## src/rtl/wb_arbiter.sv

```systemverilog
// Writeback arbiter: merges single-cycle ALU results and buffered mul/div results
// into the register file write port, and tracks pending long-latency destinations.
module wb_arbiter #(
    parameter int unsigned DATA_WIDTH     = 32,
    parameter int unsigned REG_ADDR_WIDTH = 5,
    parameter int unsigned FIFO_DEPTH     = 2
) (
    input  logic                      clk,
    input  logic                      rst,
    input  logic                      alu_wr_en_i,
    input  logic [REG_ADDR_WIDTH-1:0] alu_wr_addr_i,
    input  logic [DATA_WIDTH-1:0]     alu_wr_data_i,
    input  logic                      md_valid_i,
    output logic                      md_ready_o,
    input  logic [REG_ADDR_WIDTH-1:0] md_wr_addr_i,
    input  logic [DATA_WIDTH-1:0]     md_wr_data_i,
    input  logic                      issue_en_i,
    input  logic [REG_ADDR_WIDTH-1:0] issue_addr_i,
    input  logic [REG_ADDR_WIDTH-1:0] rs1_addr_i,
    input  logic [REG_ADDR_WIDTH-1:0] rs2_addr_i,
    input  logic                      dec_rd_en_i,
    input  logic [REG_ADDR_WIDTH-1:0] dec_rd_addr_i,
    output logic                      stall_o,
    output logic                      reg_wr_en_o,
    output logic [REG_ADDR_WIDTH-1:0] reg_wr_addr_o,
    output logic [DATA_WIDTH-1:0]     reg_wr_data_o
);

    localparam int unsigned PTR_W    = $clog2(FIFO_DEPTH);
    localparam int unsigned CNT_W    = PTR_W + 1;
    localparam int unsigned NUM_REGS = 1 << REG_ADDR_WIDTH;

    typedef struct packed {
        logic [REG_ADDR_WIDTH-1:0] addr;
        logic [DATA_WIDTH-1:0]     data;
    } md_entry_t;

    md_entry_t               fifo_mem [FIFO_DEPTH];
    logic [PTR_W-1:0]        wr_ptr;
    logic [PTR_W-1:0]        rd_ptr;
    logic [CNT_W-1:0]        count;
    logic [NUM_REGS-1:0]     pend;
    logic [NUM_REGS-1:0]     pend_next;
    md_entry_t               head;
    logic                    full;
    logic                    empty;
    logic                    push;
    logic                    pop;

    // Handshake and arbitration decisions; ready only looks at registered occupancy
    assign full       = (count == CNT_W'(FIFO_DEPTH));
    assign empty      = (count == '0);
    assign md_ready_o = !full && !rst;
    assign push       = md_valid_i && md_ready_o;
    assign pop        = !alu_wr_en_i && !empty;
    assign head       = fifo_mem[rd_ptr];

    assign stall_o = pend[rs1_addr_i] | pend[rs2_addr_i] | (dec_rd_en_i & pend[dec_rd_addr_i]);

    // Scoreboard update: clear on pop first so a same-cycle issue to that index wins
    always_comb begin
        pend_next = pend;
        if (pop) begin
            pend_next[head.addr] = 1'b0;
        end
        if (issue_en_i && (issue_addr_i != '0)) begin
            pend_next[issue_addr_i] = 1'b1;
        end
        pend_next[0] = 1'b0;
    end

    // Result storage carries no reset; validity is tracked by the pointers
    always_ff @(posedge clk) begin
        if (push) begin
            fifo_mem[wr_ptr] <= md_entry_t'({md_wr_addr_i, md_wr_data_i});
        end
    end

    always_ff @(posedge clk) begin
        if (rst) begin
            wr_ptr <= '0;
            rd_ptr <= '0;
            count  <= '0;
            pend   <= '0;
        end else begin
            pend <= pend_next;
            if (push) begin
                wr_ptr <= wr_ptr + PTR_W'(1);
            end
            if (pop) begin
                rd_ptr <= rd_ptr + PTR_W'(1);
            end
            case ({push, pop})
                2'b10:   count <= count + CNT_W'(1);
                2'b01:   count <= count - CNT_W'(1);
                default: count <= count;
            endcase
        end
    end

    // Write port register; writes to x0 are consumed without asserting enable
    always_ff @(posedge clk) begin
        if (rst) begin
            reg_wr_en_o   <= 1'b0;
            reg_wr_addr_o <= '0;
            reg_wr_data_o <= '0;
        end else if (alu_wr_en_i) begin
            reg_wr_en_o   <= (alu_wr_addr_i != '0);
            reg_wr_addr_o <= alu_wr_addr_i;
            reg_wr_data_o <= alu_wr_data_i;
        end else if (pop) begin
            reg_wr_en_o   <= (head.addr != '0);
            reg_wr_addr_o <= head.addr;
            reg_wr_data_o <= head.data;
        end else begin
            reg_wr_en_o   <= 1'b0;
        end
    end

endmodule

```

## config.mk

```make
export PLATFORM = sky130hd
export DESIGN_NAME = wb_arbiter
export DESIGN_NICKNAME = d
export VERILOG_FILES = /design/src/rtl/wb_arbiter.sv
export SDC_FILE = /design/constraint.sdc
export NUM_CORES = 1
export LEC_CHECK = 0
export ABC_AREA = 1
export CAP_MARGIN = 0
export CORE_ASPECT_RATIO = 1.5
export CORE_MARGIN = 1
export CORE_UTILIZATION = 46
export CTS_BUF_LIST = sky130_fd_sc_hd__clkbuf_4 sky130_fd_sc_hd__clkbuf_8 sky130_fd_sc_hd__clkbuf_16
export CTS_CLUSTER_DIAMETER = 200
export DETAILED_ROUTE_END_ITERATION = 12
export PLACE_DENSITY = 0.76
export SKIP_LAST_GASP = 1
export SLEW_MARGIN = 20
export SYNTH_ARGS = -nofsm -noshare
export SYNTH_HDL_FRONTEND = slang
export SYNTH_SLANG_ARGS = --single-unit
```

## constraint.sdc

```tcl
create_clock -name clk -period 2.75 [get_ports clk]
set_clock_uncertainty 0.15 [all_clocks]
set_input_delay 0.55 -clock clk [delete_from_list [all_inputs] [get_ports clk]]
set_output_delay 0.55 -clock clk [all_outputs]
set_load 0.01 [all_outputs]
```

==> results.cfg <==
[logic_synthesis]
synthFlopType = edfxtp_1
syn_area_per_cell_um2 = 8.513
synth_xor_area_share_pct = 0
synth.top_cell.area_share_pct = 33.21
synthAdderAreaFrac_pct = 0.1870
synth-simple-area-share_pct = 22.06
synth_area_um2 = 6691
synth-seq-cells = 148
synth_edf_count = 74
syn_nets = 887
yosysWarnings = 0
synth_area_leader_cell = edfxtp_1
synth_compound_area_share_pct = 15.74
ys_seq_area_share_pct = 55.35
synth_top_family_by_area = simple AND/OR/NAND/NOR gates
synth_cell_types = 31
synth_area_leaders = edfxtp_1, dfxtp_1, nand2_1
synth_mux_area_share_pct = 0
netlist_instances = 786
async_reset_ff_share_pct = 0

[detailed_routing]
wl_per_cell_um = 17.46
first_pass_iters = 4
dr.first_iter.drc_count = 293
avgViaCountPerCell = 5.564
ant_nets = 0
drc = 0
wl_um = 19910
dr_total_vias = 6343

[grt]
antenna_found_initial = 0
grt_overflow_total = 0
grt_pass1_wl_um = 31580
grt_pass1_vias = 6279
grt_max_degree = 49
grt.total_usage_pct = 27.74

[worst_hold_path]
hold_start = rd_ptr
hold_class = reg2reg
hold_depth = 1

[layout]
fillers = 1164
fin_area_um2 = 9014
area.growth.synth_to_final_pct = 34.70
multi_input_area_um2 = 2562
nets = 1036
num_antenna_cells = 0
register_area_um2 = 3704
drive_gt1_share_pct = 9.916

[place]
dp_hpwl_um = 13880
portBuffers = 139
place_congestion = 0.9403
dpl_cell_area_um2 = 8406

[cts]
path_clk_slew_ns = 0.06
hold_buffers = 0
cts_buffers = 17
insertion_delay_ns = 0.41
htreeDepth = 4
post_cts.repair.setup_buffers = 0
clk_path_buf_depth = 2
cts_root_buf = clkbuf_16
cts_tree = yes
clock_sink_count = 148

[run_status]
status = finished clean

[worst_setup_path]
worstSetupStartpoint = rs1_addr_i[0]
cp-start-kind = input port
r2r-start = count[1]
worstRegToRegCells = 4
crit_fanout = 4
cp.required_ns = 2.05
endpoint_kind = output pin
crit_arrival_ns = 1.87
criticalPathCategory = in2out

[sta]
slew_viol_final = 0
grt_setup_unrepaired = false
setup_viol = 0
post-route-period-util_pct = 93.59
worst_pin_slew_ns = 0.9605
min_period_ns = 2.574
hold_viol = 0
fmax_ghz = 0.3886
relSlewSlack_pct = 35.62

[die]
ios = 140
initial_core_util_pct = 47.37
dieHeight_um = 149.7
core_um2 = 14120
rows = 53
die_x_um = 100.5
dieArea_um2 = 15040

[power]
totalPowerFinal_mw = 5.822
p_leak_nw = 3.410
power-per-cell-area_nw_per_um2 = 645.9
ir_drop_v = 0.0004851

[job]
maxCapViolCount = 0
==> layout by cell type (no fill, tap or decap), types with 7 or more instances in the layout <==
cell	n
nand2_1	194
clkdlybuf4s50_1	131
a21oi_1	89
nand3_1	81
dfxtp_1	74
edfxtp_1	74
inv_1	60
o21ai_0	50
nor2_1	33
or2_2	17
o211ai_1	17
clkbuf_16	17
buf_4	17
a221oi_1	10
inv_2	7
o21ai_1	7
o311ai_0	7
==> metrics by stage <==
stage	setup WS [ns]	util [%]	instances	TNS, ns	hold WS [ns]
final	0.1763	63.81	1140	0	0.3132
after global routing	0.04744	63.81	1140	0	0.3279
after CTS	0.01192	63.81	1140	0	0.3119
after detailed placement	-0.4096	59.51	1106	-4.444	0.3068
after global placement	-0.4071	59.51	1106	-2.816	0.2888
after floorplan	-0.3835	-	786	-28.38	0.2755
==> timing repair <==
| action | CTS | global route |
|---|---|---|
| endpoints found under the setup margin | 1 | 1 |
| gates cloned | 2 | 0 |
| gates resized for setup | 18 | 4 |
| pin swaps | 1 | 0 |
==> cells in the mapped netlist, types with 2 or more instances <==
cell type,number
a221oi_1,10
nor3_1,6
nand3_1,81
o311ai_0,7
or2_1,2
o211ai_1,17
clkbuf_1,15
or2_2,17
and3_1,2
nor2_1,35
o21ai_2,3
buf_2,17
o21ai_1,7
o21ai_0,50
buf_4,4
inv_1,64
inv_2,5
dfxtp_1,74
a31oi_1,2
a21oi_1,89
nand2_1,194
edfxtp_1,74
nand4_1,3
==> worst paths after layout <==
kind / endpoint / slack [ns]
setup / recovery: stall_o / 0.18
hold / removal: rd_ptr / 0.31
setup reg to reg: reg_wr_data_o[0] / 0.43
hold reg to reg: rd_ptr / 0.31
==> layer usage <==
layer | vias to the layer above | wire, um | track usage [%]
met1 | 2988 | 7140 | 28.41
met2 | 279 | 10480 | 50.51
met5 | - | 0 | 0
met4 | 0 | 1070 | 16.30
met3 | 80 | 1215 | 6.726
li1 | 2996 | - | -
==> worst max-delay path, stage by stage <==
cell and delay, ns:
dlygate4sd2_1 0.27, buf_4 0.16, or2_2 0.27, nand3_1 0.07, nand3_1 0.06, nand3_1 0.07, nand2_1 0.05, nand2_1 0.05
nand2_1 0.05, nor2_1 0.09, nand2_1 0.06, clkbuf_2 0.12
==> where the power goes <==
part	internal (mW)	switching, mW	total, mW
sequential	2.46	0.0710	2.53
combinational	0.460	0.575	1.04
clock	1.34	0.917	2.26
==> flip-flops by register name (all words and copies together), names as in the netlist, named ones only <==
name,flops
count,2
fifo_mem,74
pend,31
rd_ptr,1
reg_wr_addr_o,5
reg_wr_data_o,32
reg_wr_en_o,1
wr_ptr,1
==> logic make-up after synthesis <==
logic type | after synthesis
DFF | 148
and+or+nand+nor | 344
adders and majority gates | 1
AOI/OAI and AO/OA | 186
buffers and inverters | 107
==> cell type report <==
| cell class | instances | share of cell area [%] |
|---|---|---|
| flip-flops and latches | 148 | 41.09 |
| well taps | 192 | 2.665 |
| multi-input cells | 531 | 28.43 |
| repair inverters | 1 | 0.08329 |
| repair buffers | 166 | 18.32 |
| inverters | 70 | 2.971 |
| clock buffers | 17 | 4.720 |
| clock inverters | 15 | 1.721 |
Note: power is estimated with default switching activity, not from simulation.
